`src/rtl/uart_out_queue.sv`:
```
// Console output queue: buffers putch bytes and paces them onto the io_uart_out pins.
// Optional macro UART_OUT_CRLF_EN inserts 8'h0D ahead of every 8'h0A emitted.
module uart_out_queue #(
   parameter int DEPTH    = 16,
   parameter int CHAR_GAP = 3,
   parameter int CNT_W    = 16
) (
   input  logic                     clk,
   input  logic                     rst,
   input  logic                     push_valid,
   input  logic [7:0]               push_ch,
   output logic                     full,
   output logic                     empty,
   output logic [$clog2(DEPTH):0]   count,
   output logic                     uart_out_valid,
   output logic [7:0]               uart_out_ch,
   output logic [CNT_W-1:0]         drop_cnt
);

   localparam int AW = $clog2(DEPTH);
   localparam int CW = AW + 1;
   localparam int GW = (CHAR_GAP > 1) ? $clog2(CHAR_GAP) : 1;

   typedef enum logic [1:0] {
      IDLE = 2'd0,
      SEND = 2'd1,
      GAP  = 2'd2
   } state_t;

   logic [7:0]       mem_q [DEPTH];
   logic [AW-1:0]    wr_ptr_q, wr_ptr_d;
   logic [AW-1:0]    rd_ptr_q, rd_ptr_d;
   logic [CW-1:0]    count_q, count_d;
   logic [CNT_W-1:0] drop_cnt_q, drop_cnt_d;

   state_t           state_q;
   logic             uart_out_valid_q;
   logic [7:0]       uart_out_ch_q;
   logic [GW-1:0]    gap_cnt_q;
`ifdef UART_OUT_CRLF_EN
   logic             crlf_done_q;
`endif

   logic             push_acc;
   logic             push_drop;
   logic             pop;
   logic             insert_cr;
   logic [7:0]       head_ch;

   assign full           = (count_q == CW'(DEPTH));
   assign empty          = (count_q == '0);
   assign count          = count_q;
   assign drop_cnt       = drop_cnt_q;
   assign uart_out_valid = uart_out_valid_q;
   assign uart_out_ch    = uart_out_ch_q;

   always_comb begin
      push_acc  = push_valid && !full;
      push_drop = push_valid && full;
      head_ch   = mem_q[rd_ptr_q];
`ifdef UART_OUT_CRLF_EN
      // The CR is emitted from IDLE without consuming the LF at the head.
      insert_cr = (head_ch == 8'h0A) && !crlf_done_q;
`else
      insert_cr = 1'b0;
`endif
      pop       = (state_q == IDLE) && !empty && !insert_cr;

      wr_ptr_d  = wr_ptr_q + AW'(push_acc);
      rd_ptr_d  = rd_ptr_q + AW'(pop);
      count_d   = count_q + CW'(push_acc) - CW'(pop);

      drop_cnt_d = drop_cnt_q;
      if (push_drop && (drop_cnt_q != '1)) begin
         drop_cnt_d = drop_cnt_q + CNT_W'(1);
      end
   end

   // Storage is deliberately left unreset; occupancy is tracked by count_q alone.
   always_ff @(posedge clk) begin
      if (push_acc) begin
         mem_q[wr_ptr_q] <= push_ch;
      end
   end

   always_ff @(posedge clk) begin
      if (!rst) begin
         wr_ptr_q   <= '0;
         rd_ptr_q   <= '0;
         count_q    <= '0;
         drop_cnt_q <= '0;
      end else begin
         wr_ptr_q   <= wr_ptr_d;
         rd_ptr_q   <= rd_ptr_d;
         count_q    <= count_d;
         drop_cnt_q <= drop_cnt_d;
      end
   end

   // The strobe is registered from SEND, so it appears one cycle after the state enters SEND.
   always_ff @(posedge clk) begin
      if (!rst) begin
         state_q          <= IDLE;
         uart_out_valid_q <= 1'b0;
         uart_out_ch_q    <= 8'h00;
         gap_cnt_q        <= '0;
`ifdef UART_OUT_CRLF_EN
         crlf_done_q      <= 1'b0;
`endif
      end else begin
         uart_out_valid_q <= (state_q == SEND);
         case (state_q)
            IDLE: begin
               if (!empty) begin
                  state_q <= SEND;
                  if (insert_cr) begin
                     uart_out_ch_q <= 8'h0D;
`ifdef UART_OUT_CRLF_EN
                     crlf_done_q   <= 1'b1;
`endif
                  end else begin
                     uart_out_ch_q <= head_ch;
`ifdef UART_OUT_CRLF_EN
                     crlf_done_q   <= 1'b0;
`endif
                  end
               end
            end
            SEND: begin
               if (CHAR_GAP > 0) begin
                  state_q   <= GAP;
                  gap_cnt_q <= GW'(CHAR_GAP - 1);
               end else begin
                  state_q   <= IDLE;
               end
            end
            GAP: begin
               if (gap_cnt_q == '0) begin
                  state_q   <= IDLE;
               end else begin
                  gap_cnt_q <= gap_cnt_q - GW'(1);
               end
            end
            default: begin
               state_q <= IDLE;
            end
         endcase
      end
   end

endmodule

```
`config.mk`:
```
export PLATFORM = sky130hd
export DESIGN_NAME = uart_out_queue
export DESIGN_NICKNAME = d
export VERILOG_FILES = /design/src/rtl/uart_out_queue.sv
export SDC_FILE = /design/constraint.sdc
export NUM_CORES = 1
export LEC_CHECK = 0
export ABC_AREA = 1
export CAP_MARGIN = 10
export CORE_MARGIN = 5
export CORE_UTILIZATION = 43
export CTS_BUF_LIST = sky130_fd_sc_hd__clkbuf_4 sky130_fd_sc_hd__clkbuf_8 sky130_fd_sc_hd__clkbuf_16
export DETAILED_ROUTE_END_ITERATION = 8
export SLEW_MARGIN = 10
export SYNTH_ARGS = -nofsm -noshare
export SYNTH_HDL_FRONTEND = slang
export SYNTH_SLANG_ARGS = --single-unit
```
`constraint.sdc`:
```
create_clock -name clk -period 2.6 [get_ports clk]
set_input_delay 0.78 -clock clk [delete_from_list [all_inputs] [get_ports clk]]
set_output_delay 0.78 -clock clk [all_outputs]
set_load 0.005 [all_outputs]
```
==> out/results.txt <==
ANT cells -> 0
RSZ-0062 raised after global routing -> yes
DRC violations left -> 0
Iter 0 DRT Violations -> 458
status -> finished, final reports clean
distinct cell type count after synthesis -> 29
Critical-path top delay cell -> clkdlybuf4s50_1
worst-case clock buffer depth -> 2
final wirelength -> 17240 µm
Arr. time, crit path -> 1700 ps
vias in the first global route -> 5366
kind of critical path -> reg -> out
crit-path cells -> inv_1, ha_1, nand4_1, inv_1, clkdlybuf4s50_1
transition time of the tightest slew-check pin -> 1100 ps
hold_buf cts -> 0
Post-Synthesis Cell Area -> 0.007615 mm²
TritonCTS clock tree -> done
Top delay family on crit path -> buffers and inverters
Setup TNS -> 0 ps
placed cell area -> 0.008469 mm²
Max VDD drop -> 0.0004866 V
syn nets -> 852
post-route design area -> 0.009065 mm²
Util after Layout -> 0.5223
Synth Flop Type -> edfxtp_1
post-CTS repair timing setup buffer count -> 0
gp weighted congestion -> 0.8228
grt total ovfl -> 0
CTS Root Cell -> clkbuf_16
Detailed Routing Iterations Pass 1 -> 5
Post-synth EDFFs -> 128
met1 Track Usage GR -> 0.2404
Gate Count Post-Synth -> 828
most frequent cells in the layout -> nand2_1, edfxtp_1, inv_1, nand3_1, nor2_1
Fmax -> 0.4032 GHz
die height -> 143.1 µm
final setup skew -> 11.51 ps
Power, Total -> 0.008076 W
initial antenna violation count -> 0
Tot GR Track Use -> 0.1801
Startpoint Class -> register
H-Tree Depth -> 4
crit path capture type -> output pin
met3 GRT Util -> 0.03483
width of the die -> 143.1 µm
Final ANT Viol Nets -> 0
asr flop ratio synth -> 0
drt wl/cell -> 15.19 µm
fin crit share -> 0.9539
I/O pin cnt -> 43
number of vias per cell -> 4.863
most used routing layer -> met2
clock latency at the later pin of the worst-skew pair -> 430 ps
Hold/Removal Path Class -> reg -> reg
Final nets -> 921
share of layout cells above drive strength 1 -> 0.09670
Crit path top cell by count -> inv_1
Reg clk slew, reported paths -> 60 ps
Detailed Place HPWL -> 11260 µm
met2 usage -> 0.2888
CP Max Fanout -> 3
core region area -> 0.01736 mm²
Synth Register Bits -> 170
vias -> 5519
Max Slew Vio Count -> 0
Max Cap Viol -> 0
Inserted Clock Buffers -> 17
number of endpoints failing setup at the final stage -> 0
largest net degree at the start of global routing -> 66
placed cell count -> 1103
P per Cell Area -> 891.0 mW/mm²
Ys Warns -> 0
most common cell after layout, fill and taps aside -> nand2_1
Post-Layout Cell Count -> 1135
sequential area share after synthesis -> 0.6152
Data required, critical path -> 1820 ps
first-pass GRT wire length -> 28220 µm
Leak -> 3.791 nW
Area Growth Syn to Fin -> 19.04%
Hold Fails Final Rpt -> 0
Bufs and invs on worst path -> 3
Num Clock Sinks -> 170
Syn Area/Cell -> 9.197 µm²
fin crit period -> 2480 ps
die area -> 0.02047 mm²
# rows -> 48
Worst path max stage delay -> 500 ps
Worst slew margin -> 0.2656
Port Buffer Count -> 42
Starting Density -> 0.4387
Yosys cell counts, types with 2 or more instances:
master	instances	share of area
nor2_2	2	0.0016
xor2_1	4	0.0046
xnor2_1	4	0.0046
buf_1	2	0.00099
dfxtp_1	42	0.11
nand3_1	108	0.071
nand2_1	270	0.13
nand3b_1	3	0.0030
clkbuf_1	16	0.0079
clkinv_1	3	0.0015
inv_1	112	0.055
a21oi_1	16	0.011
inv_2	5	0.0025
ha_1	12	0.020
o21ai_0	10	0.0066
a21oi_2	6	0.0069
nand4_1	6	0.0049
edfxtp_1	128	0.50
buf_2	11	0.0072
nor2_1	59	0.029
power by group:
part / total (W) / internal, W / switching (W) / leakage [nW]
clock network: 0.00254 / 0.00143 / 0.00110 / 0.289
logic: 0.00232 / 0.000829 / 0.00149 / 2.00
registers: 0.00322 / 0.00311 / 0.000109 / 1.50
tightest hold or removal path, stage by stage (launching register included):
cell	delay, ps
dfxtp_1	300
inv_1	60
a21oi_1	60
cells by family (layout without fill, tap and decap cells):
kind of cell,Yosys count,after routing,synth area share
simple gates,453,453,0.2506
flops,170,170,0.6152
buf+inv,150,232,0.07673
compound gates,34,34,0.02596
fa+ha+maj,13,13,0.02235
xor+xnor,8,8,0.009201
path summary, 6_finish.rpt:
kind | to | startpoint | slack (ps) | cells after the start
min reg2reg | gap_cnt_q[1] | gap_cnt_q[1] | 460 | 2
min | gap_cnt_q[1] | gap_cnt_q[1] | 460 | 2
max reg2reg | count[4] | count[2] | 270 | 13
max | empty | count[2] | 120 | 5
state kept, by name, summed over array words and instances (netlist names):
signal          flops
count               5
drop_cnt           16
gap_cnt_q           2
mem_q             128
rd_ptr_q            4
state_q             2
uart_out_ch         8
uart_out_valid      1
wr_ptr_q            4
routing by layer:
layer  up-vias  routed length, µm
met3        28                624
met4         0                473
met1      2581               7877
met2        99               8267
met5         -                  0
li1       2811                  -
through the flow:
step           hold WS [ps]  setup WS (ps)
2_1_floorplan         436.7          58.70
3_3_place_gp          454.0         -245.6
3_5_place_dp          457.2         -237.3
4_1_cts               466.4          9.575
5_1_grt               507.3         -13.94
6_report              460.9          119.8
layout make-up:
type	count	area (µm²)
multi-input combinational	508	2351
tap	225	281.5
fill	1596	8292
timing repair buffer	80	708.2
inverter	120	450.4
clock buffer	17	425.4
clock inverter	15	162.7
sequential	170	4686
timing repair:
action	CTS	global route
setup endpoints to repair	1	2
pin swaps	1	1
hold endpoints to repair	0	0
gates resized for setup	0	3
(Power assumes the default switching activity.)
